`src/rtl/module_stereo_sample_pacer_pkg.sv`:
```
// Shared audio constants and stereo sample types for the sample pacer and its FIFO.
package module_stereo_sample_pacer_pkg;

  localparam int SAMPLE_WIDTH       = 18;
  localparam int SAMPLE_PERIOD_CLKS = 2080;
  localparam int FIFO_DEPTH_DEF     = 4;

  typedef logic signed [SAMPLE_WIDTH-1:0] sample_t;

  typedef struct packed {
    sample_t l;
    sample_t r;
  } stereo_t;

  localparam int STEREO_W = $bits(stereo_t);

endpackage

```
`src/rtl/module_stereo_sample_pacer_fifo.sv`:
```
// module_sample_fifo: synchronous stereo-word FIFO with push/pop, full/empty and occupancy level.
module module_sample_fifo
  import module_stereo_sample_pacer_pkg::*;
#(
  parameter int WIDTH = STEREO_W,
  parameter int DEPTH = FIFO_DEPTH_DEF
) (
  input  logic                   clk,
  input  logic                   reset,
  input  logic                   i_push,
  input  logic                   i_pop,
  input  logic [WIDTH-1:0]       i_wdata,
  output logic [WIDTH-1:0]       o_rdata,
  output logic                   o_full,
  output logic                   o_empty,
  output logic [$clog2(DEPTH):0] o_level
);

  localparam int PTR_W = $clog2(DEPTH);
  localparam int LVL_W = PTR_W + 1;

  logic [WIDTH-1:0] r_mem [DEPTH];
  logic [PTR_W-1:0] r_wr_ptr;
  logic [PTR_W-1:0] r_rd_ptr;
  logic [LVL_W-1:0] r_level;
  logic             w_push;
  logic             w_pop;

  assign o_full  = (r_level == LVL_W'(DEPTH));
  assign o_empty = (r_level == '0);
  assign o_level = r_level;
  assign o_rdata = r_mem[r_rd_ptr];
  assign w_push  = i_push && !o_full;
  assign w_pop   = i_pop && !o_empty;

  // Storage carries no reset; only pointers and level define validity.
  always_ff @(posedge clk) begin
    if (w_push) r_mem[r_wr_ptr] <= i_wdata;
  end

  always_ff @(posedge clk) begin
    if (!reset) begin
      r_wr_ptr <= '0;
      r_rd_ptr <= '0;
      r_level  <= '0;
    end else begin
      if (w_push) r_wr_ptr <= r_wr_ptr + 1'b1;
      if (w_pop)  r_rd_ptr <= r_rd_ptr + 1'b1;
      case ({w_push, w_pop})
        2'b10:   r_level <= r_level + 1'b1;
        2'b01:   r_level <= r_level - 1'b1;
        default: r_level <= r_level;
      endcase
    end
  end

endmodule

```
`src/rtl/module_stereo_sample_pacer.sv`:
```
// Stereo sample pacer: buffers bursty samples and releases one every SAMPLE_PERIOD clocks.
// Define SAMPLE_PACER_UNDERRUN_HOLD_EN to repeat the last sample on underrun instead of silence.
module module_stereo_sample_pacer
  import module_stereo_sample_pacer_pkg::*;
#(
  parameter int SAMPLE_PERIOD = SAMPLE_PERIOD_CLKS,
  parameter int FIFO_DEPTH    = FIFO_DEPTH_DEF
) (
  input  logic                        clk,
  input  logic                        reset,
  input  logic                        s_valid,
  output logic                        s_ready,
  input  logic signed [SAMPLE_WIDTH-1:0] s_l,
  input  logic signed [SAMPLE_WIDTH-1:0] s_r,
  output logic                        sample_out_rdy,
  output logic signed [SAMPLE_WIDTH-1:0] sample_out_l,
  output logic signed [SAMPLE_WIDTH-1:0] sample_out_r,
  output logic                        underrun,
  output logic [$clog2(FIFO_DEPTH):0] fifo_level
);

  localparam int CNT_W = $clog2(SAMPLE_PERIOD);
  localparam logic [CNT_W-1:0] CNT_LAST = CNT_W'(SAMPLE_PERIOD - 1);

  logic [CNT_W-1:0] r_cnt;
  logic             r_strobe;
  logic             r_underrun;
  sample_t          r_out_l;
  sample_t          r_out_r;
  logic             w_tick;
  logic             w_push;
  logic             w_pop;
  logic             w_full;
  logic             w_empty;
  stereo_t          w_head;
  stereo_t          w_tail;

  // Readiness looks only at the registered level, so a tick pop frees its slot one cycle later.
  assign w_tick  = (r_cnt == CNT_LAST);
  assign s_ready = reset && !w_full;
  assign w_push  = s_valid && s_ready;
  assign w_pop   = w_tick && !w_empty;
  assign w_tail  = '{l: s_l, r: s_r};

  module_sample_fifo #(
    .WIDTH(STEREO_W),
    .DEPTH(FIFO_DEPTH)
  ) u_fifo (
    .clk    (clk),
    .reset  (reset),
    .i_push (w_push),
    .i_pop  (w_pop),
    .i_wdata(w_tail),
    .o_rdata(w_head),
    .o_full (w_full),
    .o_empty(w_empty),
    .o_level(fifo_level)
  );

  always_ff @(posedge clk) begin
    if (!reset) begin
      r_cnt      <= '0;
      r_strobe   <= 1'b0;
      r_underrun <= 1'b0;
      r_out_l    <= '0;
      r_out_r    <= '0;
    end else begin
      r_cnt      <= w_tick ? '0 : r_cnt + 1'b1;
      r_strobe   <= w_tick;
      r_underrun <= w_tick && w_empty;
      if (w_pop) begin
        r_out_l <= w_head.l;
        r_out_r <= w_head.r;
      end
`ifndef SAMPLE_PACER_UNDERRUN_HOLD_EN
      else if (w_tick) begin
        r_out_l <= '0;
        r_out_r <= '0;
      end
`endif
    end
  end

  assign sample_out_rdy = r_strobe;
  assign underrun       = r_underrun;
  assign sample_out_l   = r_out_l;
  assign sample_out_r   = r_out_r;

endmodule

```
`config.mk`:
```
export PLATFORM = sky130hd
export DESIGN_NAME = module_stereo_sample_pacer
export DESIGN_NICKNAME = d
export VERILOG_FILES = /design/src/rtl/module_stereo_sample_pacer_pkg.sv /design/src/rtl/module_stereo_sample_pacer_fifo.sv /design/src/rtl/module_stereo_sample_pacer.sv
export SDC_FILE = /design/constraint.sdc
export NUM_CORES = 1
export LEC_CHECK = 0
export ABC_AREA = 1
export CORE_ASPECT_RATIO = 2
export CORE_UTILIZATION = 50
export DETAILED_ROUTE_END_ITERATION = 8
export GPL_ROUTABILITY_DRIVEN = 0
export GPL_TIMING_DRIVEN = 1
export PLACE_DENSITY = 0.73
export SLEW_MARGIN = 20
export SYNTH_ARGS = -nofsm -noshare
export SYNTH_HDL_FRONTEND = slang
export SYNTH_SLANG_ARGS = --single-unit
```
`constraint.sdc`:
```
create_clock -name clk -period 2.9 [get_ports clk]
set_input_delay 0.58 -clock clk [delete_from_list [all_inputs] [get_ports clk]]
set_output_delay 0.58 -clock clk [all_outputs]
set_load 0.01 [all_outputs]
```
==> results of run 1 <==
[per-layer routing]
metal,vias up,part of all wire
met2,161,0.56
met1,2609,0.37
met4,0,0.034
met5,-,0
li1,2554,-
met3,43,0.036
[power by group]
group          total [mW]  internal [mW]  switching, mW
Sequential           3.18           3.16         0.0172
Combinational       0.209         0.0831          0.126
Clock                2.54           1.49           1.05
[cells in the mapped netlist]
master | instances | area (sq um)
buf_4 | 4 | 30.03
fa_1 | 1 | 20.02
buf_8 | 1 | 15.01
xor2_1 | 3 | 26.28
o21ai_1 | 11 | 55.05
nor2_8 | 1 | 20.02
nand3_2 | 2 | 20.02
nand3_1 | 46 | 230.2
edfxtp_1 | 144 | 4324
nor2_1 | 130 | 488.0
nor3_1 | 5 | 25.02
inv_2 | 6 | 22.52
ha_1 | 6 | 75.07
nand2_1 | 93 | 349.1
dfxtp_1 | 59 | 1181
nand2_2 | 2 | 12.51
clkbuf_1 | 14 | 52.55
nor2_2 | 1 | 6.260
inv_1 | 27 | 101.4
buf_6 | 1 | 11.26
nor2_4 | 3 | 33.78
buf_1 | 4 | 15.01
o21ai_0 | 104 | 520.5
a21oi_1 | 15 | 75.07
nand4_1 | 4 | 25.02
buf_2 | 12 | 60.06
nand3_4 | 1 | 17.52
[per-stage QoR]
stage          area (sq um)  setup TNS, ns    util  power [mW]  setup WS [ns]
2_1_floorplan          7812         -5.581       -       3.323       -0.03875
3_3_place_gp           8843              0  0.5782       3.433         0.7300
3_5_place_dp           8843              0  0.5782       3.448         0.6637
4_1_cts                9478              0  0.6197       5.973         0.5912
5_1_grt                9478              0  0.6197       6.117         0.4736
6_report               9478              0  0.6197       5.925         0.6137
[sequential cells by signal, summed over array words and instances, names as in the netlist, named ones only]
| signal | flops |
|---|---|
| r_cnt | 12 |
| sample_out_l | 18 |
| u_fifo.o_level | 3 |
| sample_out_r | 18 |
| sample_out_rdy | 1 |
| underrun | 1 |
| u_fifo.r_wr_ptr | 2 |
| u_fifo.r_rd_ptr | 2 |
| u_fifo.r_mem | 144 |
[final cells by class]
type,count,share of cell area
sequential,203,0.5810
tap,198,0.02614
timing repair buffer,92,0.09875
multi-input combinational,428,0.2141
clock buffer,24,0.05215
inverter,33,0.01307
clock inverter,10,0.01479
[path summary, 6_finish.rpt]
path / start / endpoint / slack [ns] / cells after the start
max: u_fifo.o_level[0] / s_ready / 0.61 / 3
min: reset / sample_out_rdy / 0.39 / 3
max reg2reg: r_cnt[0] / u_fifo.o_level[2] / 0.65 / 13
min reg2reg: sample_out_r[3] / sample_out_r[3] / 0.45 / 2
[worst min-delay path, stage by stage]
cell	delay [ns]
buf_2	0.12
inv_1	0.09
nor2_1	0.05
[placed cells by master, fill, tap and decap left out, drive strengths merged]
master / count
clkdlybuf4s50: 79
ha: 6
nor3: 5
inv: 35
nand4: 4
nand2: 95
edfxtp: 144
nand3: 49
xor2: 3
fa: 1
nor2: 135
clkbuf: 24
o21ai: 115
dfxtp: 59
bufinv: 3
clkinv: 4
buf: 13
a21oi: 15
clkinvlp: 1
[logic make-up after synthesis]
group                      after synthesis  synth area share
and+or+nand+nor                        288            0.1571
DFF                                    203            0.7047
AOI/OAI and AO/OA                      130           0.08328
buffers and inverters                   69           0.03940
adders and majority gates                7           0.01217
xor gates and xnor gates                 3          0.003364
==> flow_metrics.env, run 1 <==
export IMPL_die_y_um=178.8
export IMPL_hold_ws_ns=0.3917
export IMPL_antenna_found_initial=0
export IMPL_cap_violations=0
export IMPL_nets=823
export IMPL_multi_input_area_sq_um=2029
export IMPL_rsz0062_at_grt="false"
export IMPL_grt_start_max_net_pins=73
export IMPL_grt_busiest_layer="met2"
export IMPL_crit_type="flop to primary output"
export IMPL_dr_total_vias=5367
export IMPL_initial_core_util=0.5108
export IMPL_tightestPinTransition_ns=0.9385
export IMPL_cp_arrival_ns=1.71
export IMPL_min_period_over_period=0.7884
export IMPL_holdBufCountCts=0
export IMPL_via_per_inst=5.432
export IMPL_use_met3=0.02460
export IMPL_root_buffer="clkbuf_16"
export IMPL_cp_start_kind="flop"
export IMPL_worstPathMaxFanout=5
export IMPL_setup_viol=0
export IMPL_detail_route_antenna_nets=0
export IMPL_met1_usage=0.2304
export IMPL_cts_buffers=19
export IMPL_grt_first_pass_wirelength_um=26770
export IMPL_ir_drop_uv=513.0
export IMPL_synthCells=700
export IMPL_fin_cells=988
export IMPL_grtUsageTotal=0.2143
export IMPL_clock_sinks=203
export IMPL_die_w_um=90.39
export IMPL_cts_clk_slew_worst_paths_ns=0.07
export IMPL_finalWirelength_um=17100
export IMPL_cp_slowest_cell="clkdlybuf4s50_1"
export IMPL_avgRoutedWirePerCell_um=17.31
export IMPL_worstPathCellList="nor2_1, a21oi_1, clkdlybuf4s50_1"
export IMPL_n_fill_cell=1161
export IMPL_hp_class="primary input to flop"
export IMPL_ys_types=27
export IMPL_coreArea_sq_um=15290
export IMPL_cts_tree="built"
export IMPL_diodes=0
export IMPL_synth_area_sq_um=7812
export IMPL_use_met2=0.4113
export IMPL_slew_viol_final=0
export IMPL_cts_resized_gates=0
export IMPL_end_kind="primary output"
export IMPL_cpPeakStageDelay_ns=0.56
export IMPL_die_area_sq_um=16160
export IMPL_portBuffers=80
export IMPL_finalHoldViolations=0
export IMPL_regArea_sq_um=5507
export IMPL_post_cts_buffers=0
export IMPL_critPathRequiredTime_ns=2.32
export IMPL_clk_path_buf_depth=3
export IMPL_synth_nets=746
export IMPL_gr_total_overflow=0
export IMPL_drtIter0Drc=368
export IMPL_powerDensity_nw_per_um2=625.2
export IMPL_yosysWarnings=0
export IMPL_num_rows=64
export IMPL_crit_buf_inv=1
export IMPL_fin_skew_ns=0.01503
export IMPL_area_growth_pct=21.32
export IMPL_drc=0
export IMPL_synth_seq_area_share=0.7047
export IMPL_drive_above_1_share=0.07975
export IMPL_synth_avg_cell_area_sq_um=11.16
export IMPL_leakage_nw=3.411
export IMPL_max_freq_mhz=437.4
export IMPL_min_period_ns=2.286
export IMPL_slew_headroom=0.3734
export IMPL_dp_hpwl_um=10340
export IMPL_io_pins=81
export IMPL_ys_ff_latch=203
export IMPL_h_tree_depth=1
export IMPL_dpl_cell_count=954
export IMPL_dr_pass1_iters=5
export IMPL_grt_pass1_vias=5422
export IMPL_path_delay_family="buffers and inverters"
export IMPL_status="finished clean"
export IMPL_clk_latency_ns=0.49
(Power assumes the default switching activity.)
==> run 2, diff against run 1 <==
--- a/config.mk
+++ b/config.mk
@@ -11,7 +11,7 @@
 export DETAILED_ROUTE_END_ITERATION = 8
 export GPL_ROUTABILITY_DRIVEN = 0
 export GPL_TIMING_DRIVEN = 1
-export PLACE_DENSITY = 0.73
+export PLACE_DENSITY = 0.71
 export SLEW_MARGIN = 20
 export SYNTH_ARGS = -nofsm -noshare
 export SYNTH_HDL_FRONTEND = slang
==> constraint.sdc (replaced) <==
create_clock -name clk -period 2.3 [get_ports clk]
set_input_delay 0.46 -clock clk [delete_from_list [all_inputs] [get_ports clk]]
set_output_delay 0.46 -clock clk [all_outputs]
set_load 0.01 [all_outputs]
==> run 2 against run 1 <==
Die area unchanged. Combinational power increased by 31%. Register-to-register slack got worse by 0.50 ns. Largest power group unchanged.
==> flow_metrics.env, run 2 (synthesis gave the netlist of run 1 again) <==
export IMPL_slew_headroom=0.5051
export IMPL_grtUsageTotal=0.2181
export IMPL_grt_first_pass_wirelength_um=27460
export IMPL_end_kind="flop"
export IMPL_tightestPinTransition_ns=0.7424
export IMPL_grt_start_max_net_pins=73
export IMPL_dr_total_vias=5366
export IMPL_io_pins=81
export IMPL_worstPathMaxFanout=3
export IMPL_min_period_ns=2.155
export IMPL_worstHoldStart="reset"
export IMPL_cts_tree="built"
export IMPL_initial_core_util=0.5108
export IMPL_finalWirelength_um=17210
export IMPL_p_int_mw=6.092
export IMPL_whs_endpoint="sample_out_rdy"
export IMPL_drc=0
export IMPL_finish_utilization=0.6276
export IMPL_avgRoutedWirePerCell_um=17.26
export IMPL_area_growth_pct=22.87
export IMPL_fin_skew_ns=0.007508
export IMPL_largest_reg_flops=144
export IMPL_largest_register="u_fifo.r_mem"
export IMPL_reg2reg_depth=13
export IMPL_clkPwrFrac=0.436
export IMPL_n_fill_cell=1201
export IMPL_antenna_found_initial=1
export IMPL_final_cell_mix="144 x edfxtp_1, 126 x nor2_1, 104 x o21ai_0"
export IMPL_gr_total_overflow=0
export IMPL_crit_type="flop to flop"
export IMPL_postPlaceCellArea_sq_um=8936
export IMPL_drtIter0Drc=389
export IMPL_dp_hpwl_um=10650
export IMPL_finalHoldViolations=0
export IMPL_root_buffer="clkbuf_16"
export IMPL_ir_drop_uv=622.4
export IMPL_p_comb_frac=0.036
export IMPL_power_switching_mw=1.486
export IMPL_layout_commonest_cell="edfxtp_1"
export IMPL_slew_viol_final=0
export IMPL_drive_above_1_share=0.09148
export IMPL_hold_depth=3
export IMPL_leakage_nw=3.474
export IMPL_die_area_sq_um=16160
export IMPL_dpl_cell_count=963
export IMPL_num_rows=64
export IMPL_powerDensity_nw_per_um2=789.4
export IMPL_rrSetupSlack_ns=0.15
export IMPL_max_freq_mhz=464.1
export IMPL_cts_clk_slew_worst_paths_ns=0.07
export IMPL_portBuffers=80
export IMPL_hp_class="primary input to flop"
export IMPL_detail_route_antenna_nets=0
export IMPL_p_sw_frac=0.1961
export IMPL_h_tree_depth=1
export IMPL_min_period_over_period=0.9368
export IMPL_reg2reg_from="r_cnt[0]"
export IMPL_cp_start_kind="flop"
export IMPL_fin_cells=997
export IMPL_dr_pass1_iters=5
export IMPL_clock_sinks=203
export IMPL_via_per_inst=5.382
export IMPL_status="finished clean"
export IMPL_final_area_sq_um=9599
export IMPL_cts_buffers=18
export IMPL_grt_pass1_vias=5583
export IMPL_hold_ws_ns=0.2835
export IMPL_clk_latency_ns=0.48
export IMPL_r2r_end="u_fifo.o_level[2]"
export IMPL_p_seq_frac=0.528
export IMPL_coreArea_sq_um=15290
export IMPL_rsz0062_at_grt="false"
export IMPL_cap_violations=0
export IMPL_cp_arrival_ns=2.58
export IMPL_clk_path_buf_depth=3
export IMPL_die_y_um=178.8
export IMPL_nets=832
export IMPL_die_w_um=90.39
export IMPL_critPathRequiredTime_ns=2.72
export IMPL_setup_viol=0
## run 2: changes by cell type in the layout (fill, tap and decap cells not counted)
cell        delta
buf_4          +8
buf_12         +2
clkbuf_1       -2
clkinv_2       -2
bufinv_16      +1
clkbuf_8       +1
clkinv_1       +1
clkinv_4       -1
clkinvlp_4     +1
dfxtp_1        -1
dfxtp_2        +1
diode_2        +1
inv_8          -1
## run 2: repair_timing
item | in CTS | in global routing
hold buffers | 0 | 0
setup buffers | 0 | 1
resized for setup | 0 | 1
setup endpoints to repair | 0 | 1
## run 2: layer usage
layer	track usage	wire, um	vias up	share of wire
li1	-	-	2570	-
met1	0.2260	6086	2574	0.35
met2	0.4179	9665	174	0.56
met3	0.03350	808	48	0.047
met4	0.1156	646	0	0.038
met5	0	0	-	0
## run 2: through the flow
step           setup WS [ns]  setup TNS [ns]  total power [mW]
4_1_cts               0.1041               0             7.644
3_3_place_gp          0.2100               0             4.338
3_5_place_dp          0.1228               0             4.355
5_1_grt              0.02396               0             7.807
6_report              0.1453               0             7.578
2_1_floorplan        -0.5188          -74.70             4.190
## run 2: power groups by stage
stage | logic [mW] | clock network [mW] | registers [mW]
5_1_grt | 0.300 | 3.50 | 4.01
3_3_place_gp | 0.260 | 0 | 4.08
6_report | 0.273 | 3.30 | 4.00
4_1_cts | 0.275 | 3.37 | 4.00
2_1_floorplan | 0.107 | 0 | 4.08
3_5_place_dp | 0.272 | 0 | 4.08
## run 2: area by class of cell
type,instances,area [sq um],area share
inverters,33,123.9,0.01290
diodes,1,2.502,0.0002607
clock buffers,23,500.5,0.05214
repair buffers,102,1036,0.1079
clock inverters,9,151.4,0.01577
flip-flops and latches,203,5508,0.5738
multi-input cells,428,2029,0.2114
well taps,198,247.7,0.02581
## run 2: worst max-delay path by stage
| stage | from | end | slack [ns] | cells past startpoint |
|---|---|---|---|---|
| CTS | r_cnt[0] | u_fifo.o_level[2] | 0.10 | 13 |
| detailed placement | s_valid | u_fifo.o_level[2] | 0.12 | 10 |
| finish | r_cnt[0] | u_fifo.o_level[2] | 0.15 | 13 |
| global route | r_cnt[0] | u_fifo.o_level[2] | 0.02 | 13 |
| floorplan | reset | u_fifo.r_mem[0][0] | -0.52 | 3 |
| global placement | s_valid | u_fifo.o_level[2] | 0.21 | 9 |
## run 2: critical path, cell delays in order, from the launching register on
cell and delay, ns:
dfxtp_2 0.34, ha_1 0.16, nand2_1 0.10, nor2_4 0.16, nand3_4 0.12, nor2_8 0.10
ha_1 0.16, inv_1 0.08, fa_1 0.39, a21oi_1 0.16, o21ai_0 0.12, nand2_1 0.07
nand2_1 0.05, nor2_1 0.09
==> run 3, diff against run 2 <==
--- a/config.mk
+++ b/config.mk
@@ -6,6 +6,7 @@
 export NUM_CORES = 1
 export LEC_CHECK = 0
 export ABC_AREA = 1
+export CAP_MARGIN = 25
 export CORE_ASPECT_RATIO = 2
 export CORE_UTILIZATION = 50
 export DETAILED_ROUTE_END_ITERATION = 8
==> results of run 3 <==
The final DEF is identical to that of run 2; final timing and power are the same.
